<file path="src/rtl/measure_buf.sv">
// Result FIFO between the measure stage and the register bank: 64-bit entries
// are written whole and read back as two 32-bit halves (low word first).
module measure_buf #(
  parameter int DEPTH = 16
) (
  input  logic                     clk_i,
  input  logic                     rst_i,
  input  logic                     reg_wr_en_i,
  input  logic [63:0]              reg_wr_data_i,
  input  logic                     clr_i,
  input  logic                     rd_en_i,
  output logic [31:0]              rd_data_o,
  output logic                     rd_valid_o,
  output logic [$clog2(DEPTH):0]   count_o,
  output logic                     empty_o,
  output logic                     full_o,
  output logic                     ovf_o,
  output logic [15:0]              drop_cnt_o
);
  localparam int AW = $clog2(DEPTH);
  localparam int CW = AW + 1;

  typedef enum logic {LO, HI} phase_t;

  logic [63:0]   mem [DEPTH];
  logic [AW-1:0] wptr, rptr;
  phase_t        phase;
  logic          pop, push, drop, at_full;
  logic [CW-1:0] cnt_nxt;

  // HI is only reachable with a stored head, so a HI read always pops.
  always_comb begin
    at_full = (count_o == CW'(DEPTH));
    pop     = rd_en_i && (phase == HI) && !clr_i;
    push    = reg_wr_en_i && !clr_i && (!at_full || pop);
    drop    = reg_wr_en_i && !clr_i && at_full && !pop;
    cnt_nxt = count_o;
    if (push && !pop)      cnt_nxt = count_o + CW'(1);
    else if (pop && !push) cnt_nxt = count_o - CW'(1);
  end

  // Storage is deliberately not reset; pointers and count define validity.
  always_ff @(posedge clk_i) begin
    if (push) mem[wptr] <= reg_wr_data_i;
  end

  always_ff @(posedge clk_i) begin
    if (rst_i) begin
      wptr       <= '0;
      rptr       <= '0;
      count_o    <= '0;
      empty_o    <= 1'b1;
      full_o     <= 1'b0;
      ovf_o      <= 1'b0;
      drop_cnt_o <= '0;
      rd_data_o  <= '0;
      rd_valid_o <= 1'b0;
      phase      <= LO;
    end else if (clr_i) begin
      wptr       <= '0;
      rptr       <= '0;
      count_o    <= '0;
      empty_o    <= 1'b1;
      full_o     <= 1'b0;
      ovf_o      <= 1'b0;
      drop_cnt_o <= '0;
      phase      <= LO;
      rd_valid_o <= rd_en_i;
      if (rd_en_i) rd_data_o <= '0;
    end else begin
      rd_valid_o <= rd_en_i;
      if (rd_en_i) begin
        case (phase)
          LO: begin
            if (count_o == '0) begin
              rd_data_o <= '0;
            end else begin
              rd_data_o <= mem[rptr][31:0];
              phase     <= HI;
            end
          end
          HI: begin
            rd_data_o <= mem[rptr][63:32];
            phase     <= LO;
          end
          default: phase <= LO;
        endcase
      end
      if (push) wptr <= wptr + AW'(1);
      if (pop)  rptr <= rptr + AW'(1);
      count_o <= cnt_nxt;
      empty_o <= (cnt_nxt == '0);
      full_o  <= (cnt_nxt == CW'(DEPTH));
      if (drop) begin
        ovf_o <= 1'b1;
        if (drop_cnt_o != 16'hFFFF) drop_cnt_o <= drop_cnt_o + 16'd1;
      end
    end
  end
endmodule

</file>
<file path="config.mk">
export PLATFORM = sky130hd
export DESIGN_NAME = measure_buf
export DESIGN_NICKNAME = d
export VERILOG_FILES = /design/src/rtl/measure_buf.sv
export SDC_FILE = /design/constraint.sdc
export NUM_CORES = 1
export LEC_CHECK = 0
export ABC_AREA = 0
export CORE_ASPECT_RATIO = 1.1
export CORE_MARGIN = 4
export CORE_UTILIZATION = 50
export CTS_CLUSTER_SIZE = 40
export DETAILED_ROUTE_END_ITERATION = 10
export DONT_BUFFER_PORTS = 1
export PLACE_DENSITY = 0.73
export SYNTH_ARGS = -nofsm -noshare
export SYNTH_HDL_FRONTEND = slang
export SYNTH_SLANG_ARGS = --single-unit
</file>
<file path="constraint.sdc">
create_clock -name clk_i -period 10.8 [get_ports clk_i]
set_input_delay 3.24 -clock clk_i [delete_from_list [all_inputs] [get_ports clk_i]]
set_output_delay 3.24 -clock clk_i [all_outputs]
set_load 0.05 [all_outputs]
</file>
Word level (Yosys, flattened, before mapping)
Memory sizes are Yosys's and may differ from the RTL's. A register that Yosys moved wholly into a read port is not among the register bits.
Index checks and enable logic that the tools add are counted.
Widths: inputs -> output; s select.
{"block": "classes", "bitwise_logic": 1, "eq_ne": 3, "n_reduce_logical": 17, "add_sub_neg": 5, "n_mux": 13}
{"op": "$mux 32", "n": 4}
{"op": "$pmux 32 s2", "n": 1}
{"op": "$add 16x1->16 const B", "n": 1}
{"op": "$ne 16x16->1 const B", "n": 1}
{"op": "$eq 5x5->1 const B", "n": 2}
{"op": "$logic_not 5->1", "n": 2}
{"op": "$mux 5", "n": 2}
{"op": "$add 4x1->4 const B", "n": 2}
{"op": "$logic_and 1x1->1", "n": 8}
{"op": "$mux 4", "n": 2}
{"op": "$add 5x1->5 const B", "n": 1}
{"op": "$sub 5x1->5 const B", "n": 1}
{"op": "$logic_not 1->1", "n": 4}
{"op": "$mux 1", "n": 3}
{"op": "$pmux 1 s2", "n": 1}
{"op": "$reduce_and 2->1", "n": 1}
{"op": "$reduce_or 2->1", "n": 1}
{"op": "$logic_or 1x1->1", "n": 1}
{"op": "$not 1->1", "n": 1}
{"block": "totals", "n_memories": 1, "out_inout_bits": 57, "in_bits": 69, "mem_bits_rw": 1024, "reg_bits": 66}
{"memory": "mem", "words": 16, "word_bits": 64, "rd": 1, "rd_ports_with_merged_regs": 1, "write_ports": 1, "line_no": "25", "source": "logic [63:0] mem [DEPTH];"}

Logic depth before layout (Yosys ltp)
Gate-level depths: netlist (run 1).
{"block": "logic_depth", "depth_word": 9, "depth_mapped": 9, "depth_no_buf": 7}

Worst setup path before layout (run 1)
No wires, ideal clock.
{"block": "synth_path", "path_type": "input port to flip-flop", "start": "input port rd_en_i", "end": "memory mem[7][0], enable pin", "cell_stages": 5, "setup_ps": 565, "t_arrival_ps": 8537, "path_slack_ps": 1699, "path_cell_list": "clkbuf_1 -> nand2_1 -> a211oi_4 -> nand2_1 -> nor3_1"}
{"block": "synth_between", "elab_chain_cells": 6}
{"element": "start: declaration", "line_no": "11", "source": "input logic rd_en_i,"}
{"element": "$logic_and 1x1->1 (2 in a row)", "line_no": "34", "source": "pop = rd_en_i && (phase == HI) && !clr_i;"}
{"element": "$logic_or 1x1->1", "line_no": "35", "source": "push = reg_wr_en_i && !clr_i && (!at_full || pop);"}
{"element": "$logic_and 1x1->1", "line_no": "35"}
{"element": "$mux 1", "line_no": "44", "source": "if (push) mem[wptr] <= reg_wr_data_i;"}
{"element": "$mux 1 (not written as such)", "line_no": "44"}
{"element": "end: declaration", "line_no": "25"}
No other way between the ends.

Worst setup path in the final report (run 1)
{"block": "layout_path", "start": "input port rd_en_i", "end": "memory mem[15][15], enable pin"}
The elaborated chain is that of the path after synthesis.

==> results.toml, run 1 <==
[sta]
hold_viol = 0
min_period_ps = 5890
tns_ps = 0
finalSetupViolations = 0
fin_crit_sh_pct = 54.5
slew_headroom_pct = 22.5
slew_viol_final = 0
grt_setup_unrepaired = "no"
skew_ps = 41.1
max_freq_ghz = 0.170
tightest_slew_ps = 1160

[synthesis]
synth.largest_area_cell = "edfxtp_1"
syn_nets = 2033
synth_async_sr_flop_share_pct = 0
netlist.area_leader.share_pct = 73.5
syn_avg_cell_area_um2 = 21.4
postSynthCellCount = 1956
synth_seq_cells = 1094
ys_seq_area_share_pct = 76.8
synth_warnings = 0
synth_enable_flop_cells = 1024
syn_area_mm2 = 0.0419
yosysUniqueCellTypes = 64
synth-main-ff-cell = "edfxtp_1"
yosys-top-cells-area = "edfxtp_1 73%, mux4_2 13%, dfxtp_1 3.3%"

[critical_path]
cp-startpoint = "rd_en_i"
worstPathRequired_ps = 11110
crit_path_end_kind = "register"
crit_type = "input pin to register"
rr_endpoint = "mem[15][15]$_DFFE_PP_"
cp-start-kind = "input pin"
rrSetupSlack_ps = 6200
worstPathMaxFanout = 71
r2r_cells = 7
r2r_start = "count_o[0]$_SDFF_PP0_"
crit_arrival_ps = 6200

[clock_network]
clk_pin_slew_worst_paths_ps = 60
numCtsBuffers = 105
clock_latency_ps = 680
postCtsSetupBuffers = 0
clock_path_buffers = 3
h-tree-depth = 3
cts-root-buf = "clkbuf_16"
cts-hold-fix-buffers = 0
tritoncts = "built"
cts.sinks = 1094
cts_resized = 0

[power_and_ir_drop]
worst_ir_drop_vdd_uv = 146
p_leak_nw = 13.9
power_mw = 8.34
power.density_mw_per_mm2 = 180

[layout]
final_cell_mix = "1,024 x edfxtp_1, 240 x mux4_2, 106 x clkbuf_16"
num_antenna_cells = 0
final_common_cell = "edfxtp_1"
nFillCells = 5931
drive_gt1_share_pct = 22.6
fin_cells = 3155
syn_to_final_growth_pct = 10.8
nets = 2069

[routing]
wl_um = 89900
drtAntennaViolNets = 0
vias = 19700
wl_met2_um = 45300
via_per_inst = 6.26
top_layer = "met4"
drt-initial-drc-count = 1982
dr.pass1.iters = 5
routedWlPerCell_um = 28.5
met3_length_um = 7790
m1WireLength_um = 34300
drc = 0

[die]
die_w_um = 284
chipHeight_um = 311
io_pins = 126
die_area_mm2 = 0.0884
row_count = 111
fp.coreArea_mm2 = 0.0832
start_util_pct = 50.3

[placed_design]
dp.cells = 2958
post-dp-hpwl_um = 49800
io_buffers = 0
gp_congestion = 0.786

[global_routing]
grt_usage_pct = 20.4
grt_pass1_wl_um = 135000
grt_antenna_before_repair = 0
grt_max_degree = 101
grt_pass1_vias = 20500
overflow = 0

[run]
cap_violations = 0

[run_status]
status = "completed"

[worst_hold_path]
hold_start = "rptr[3]$_SDFFE_PP0N_"
min_path_cells = 2
hp-class = "register to register"
-- metal layers --
layer,track usage (%),up-vias
li1,-,8298
met1,26.9,10500
met2,33.7,856
met3,5.35,144
met4,6.17,0
met5,0,-
-- kinds of logic (layout without fill, tap and decap cells) --
kind of cell / after synthesis / count (layout) / share of synthesized area (%)
AOI/OAI and AO/OA: 234 / 234 / 3.79
xor gates and xnor gates: 14 / 14 / 0.293
adders and majority gates: 8 / 8 / 0.239
buffers and inverters: 123 / 249 / 1.57
DFF: 1094 / 1094 / 76.8
muxes: 344 / 344 / 15.4
and+or+nand+nor: 139 / 139 / 1.90
-- state kept, by name (all words and copies together) (netlist names), named ones only --
| signal | flops |
|---|---|
| drop_cnt_o | 16 |
| rd_data_o | 32 |
| full_o | 1 |
| phase | 1 |
| rptr | 4 |
| wptr | 4 |
| count_o | 5 |
| rd_valid_o | 1 |
| ovf_o | 1 |
| empty_o | 1 |
| mem | 1024 |
-- report_power, final --
group | leakage (nW) | internal (mW) | total, mW | switching [mW]
Combinational | 2.43 | 0.0276 | 0.0723 | 0.0446
Clock | 1.65 | 2.03 | 3.58 | 1.55
Sequential | 9.80 | 4.65 | 4.69 | 0.0333
Total | 13.9 | 6.71 | 8.34 | 1.63
-- cell usage after synthesis, types with 8 or more instances --
library cell	number
a211o_1	11
ha_1	8
a22oi_1	26
nor2_1	37
xnor2_1	10
o22a_1	10
edfxtp_1	1024
a221oi_1	10
o211ai_1	8
nand2_1	17
inv_1	13
mux2i_1	103
o21ai_0	27
and2_1	14
buf_2	44
nand3_1	14
a31oi_1	17
a21oi_1	63
dfxtp_1	70
nor2b_1	16
clkbuf_1	30
buf_4	23
o22ai_1	35
mux4_2	240
-- cell type report --
type | count | area [um^2] | share of cell area (%)
Sequential cell | 1094 | 32200 | 69.3
Tap cell | 1073 | 1340 | 2.89
Timing Repair Buffer | 39 | 305 | 0.658
Clock buffer | 132 | 2790 | 6.02
Inverter | 13 | 48.8 | 0.105
Clock inverter | 65 | 598 | 1.29
Multi-Input combinational cell | 739 | 9140 | 19.7
-- worst max-delay path by stage --
stage / end / slack (ps) / depth (start not counted)
floorplan: mem[7][0]$_DFFE_PP_ / 1700 / 5
global placement: mem[15][35]$_DFFE_PP_ / 4330 / 5
detailed placement: mem[15][35]$_DFFE_PP_ / 4240 / 5
CTS: mem[15][63]$_DFFE_PP_ / 4920 / 5
global route: mem[15][63]$_DFFE_PP_ / 4800 / 5
finish: mem[15][15]$_DFFE_PP_ / 4910 / 5
-- per-stage QoR --
stage / util [%] / instance area (um^2) / setup slack (ps) / hold slack [ps]
2_1_floorplan: - / 41900 / 1700 / 485
4_1_cts: 55.8 / 46400 / 4920 / 557
3_5_place_dp: 51.7 / 43000 / 4240 / 529
5_1_grt: 55.8 / 46400 / 4800 / 590
6_report: 55.8 / 46400 / 4910 / 559
3_3_place_gp: 51.7 / 43000 / 4330 / 508
-- worst max-delay path: stages --
cell and delay (ps):
nand2_1 180, a211oi_4 570, nand3_1 440, nor2_4 1010
buf_4 690
(Power assumes the default switching activity.)
==> run 2: changes to the inputs <==
Settings changed: PLACE_DENSITY 0.73 to 0.76.
Clock period 10.8 ns to 4.75 ns, I/O delays scaled along.
==> results.toml, run 2 (synthesis results as in run 1) <==
[run_status]
status = "completed"

[global_routing]
grt_antenna_before_repair = 2
grt_pass1_wl_um = 136000
overflow = 0
grt_max_degree = 72
grt_pass1_vias = 20600
grt_usage_pct = 20.6

[critical_path]
rrSetupSlack_ps = 920
rr_endpoint = "mem[3][58]$_DFFE_PP_"
worstPathRequired_ps = 5070
cp-start-kind = "register"
r2r_start = "count_o[1]$_SDFF_PP0_"
slowest_delay_ps = 750
crit_chain = "inv_1 > ha_1 > and4bb_2 > a211oi_4 > nor3b_1 > and2_4 > buf_12"
crit_type = "register to register"
r2r_cells = 7
path_delay_family = "simple AND/OR/NAND/NOR gates"
worstPathMaxFanout = 35
crit_path_end_kind = "register"
crit_arrival_ps = 4160
cp_slowest_cell = "dfxtp_1"
critPathBufInv = 2

[layout]
multiInputGateArea_mm2 = 0.00916
final_util_pct = 55.8
syn_to_final_growth_pct = 11.0
top_regs = "mem x1024, rd_data_o x32, drop_cnt_o x16"
nFillCells = 5894
drive_gt1_share_pct = 22.6
num_antenna_cells = 0
nets = 2077
largest_reg_flops = 1024
regArea_mm2 = 0.0322
final_cell_mix = "1,024 x edfxtp_1, 240 x mux4_2, 104 x clkbuf_16"
top_register = "mem"
final_common_cell = "edfxtp_1"

[placed_design]
post-dp-hpwl_um = 52800
gp_congestion = 0.865
io_buffers = 0

[clock_network]
tritoncts = "built"
cts-root-buf = "clkbuf_16"
numCtsBuffers = 103
clock_latency_ps = 670
postCtsSetupBuffers = 0
h-tree-depth = 3
cts-hold-fix-buffers = 0
cts_resized = 0
clk_pin_slew_worst_paths_ps = 60
cts.sinks = 1094
clock_path_buffers = 3

[sta]
hold_viol = 0
min_period_ps = 3830
tns_ps = 0
finalSetupViolations = 0
fin_crit_sh_pct = 80.7
slew_viol_final = 0
max_freq_ghz = 0.261
tightest_slew_ps = 1290
slew_headroom_pct = 13.9
skew_ps = 30.2
grt_setup_unrepaired = "no"

[worst_hold_path]
min_path_cells = 2
hp-class = "register to register"
hold_start = "rptr[1]$_SDFFE_PP0N_"

[routing]
wl_um = 90900
drtAntennaViolNets = 0
vias = 19900
drc = 0
via_per_inst = 6.29
dr.pass1.iters = 5
drt-initial-drc-count = 2227
routedWlPerCell_um = 28.8

[die]
fp.coreArea_mm2 = 0.0832
io_pins = 126
die_w_um = 284
start_util_pct = 50.3
die_area_mm2 = 0.0884
chipHeight_um = 311
row_count = 111

[run]
cap_violations = 0

[power_and_ir_drop]
p_leak_nw = 13.9
worst_ir_drop_vdd_uv = 429
power.density_mw_per_mm2 = 399
power_mw = 18.5
run 2: where the power goes:
part	internal, mW	leakage (nW)	switching, mW	total (mW)
clock	4.28	1.56	3.44	7.72
combinational	0.0643	2.52	0.0955	0.160
sequential	10.6	9.80	0.0804	10.7
run 2: worst max-delay path by stage:
stage                                startpoint                   end  slack, ps  cells past startpoint
after floorplan                         rd_en_i  mem[12][0]$_DFFE_PP_       -830                      5
after global placement                  rd_en_i   mem[3][0]$_DFFE_PP_        920                      5
after detailed placement                rd_en_i  mem[3][12]$_DFFE_PP_        780                      5
after CTS                 count_o[1]$_SDFF_PP0_   mem[3][0]$_DFFE_PP_        950                      7
after global routing      count_o[1]$_SDFF_PP0_   mem[3][0]$_DFFE_PP_        790                      7
final                     count_o[1]$_SDFF_PP0_  mem[3][58]$_DFFE_PP_        920                      7
run 2: routing by layer:
| layer | global-route usage (%) | vias to the layer above | wire length, um |
|---|---|---|---|
| met2 | 33.4 | 1018 | 45000 |
| met4 | 9.02 | 2 | 3890 |
| met3 | 5.27 | 181 | 8760 |
| met1 | 26.7 | 10400 | 33200 |
| li1 | - | 8314 | - |
| met5 | 0 | - | 13 |
run 2: worst reg2reg max path: cells and delay by family, from the launching register on:
kind / cells / cell delay, ps
and+or+nand+nor: 3 / 1450
DFF: 1 / 750
AOI/OAI and AO/OA: 1 / 560
buffers and inverters: 2 / 450
adders and majority gates: 1 / 270
run 2: stage by stage:
stage / cell area, um^2 / instances / setup WS, ps / hold slack [ps]
3_3_place_gp: 43300 / 2968 / 924 / 507
6_report: 46400 / 3160 / 915 / 532
2_1_floorplan: 41900 / 1956 / -833 / 485
5_1_grt: 46400 / 3160 / 786 / 558
3_5_place_dp: 43300 / 2968 / 783 / 509
4_1_cts: 46400 / 3160 / 952 / 526
run 2: area by class of cell:
cell class,instances,area share (%)
sequential,1094,69.2
multi-input combinational,739,19.7
clock buffer,137,5.98
tap,1073,2.89
timing repair buffer,49,1.20
clock inverter,55,0.862
inverter,13,0.105
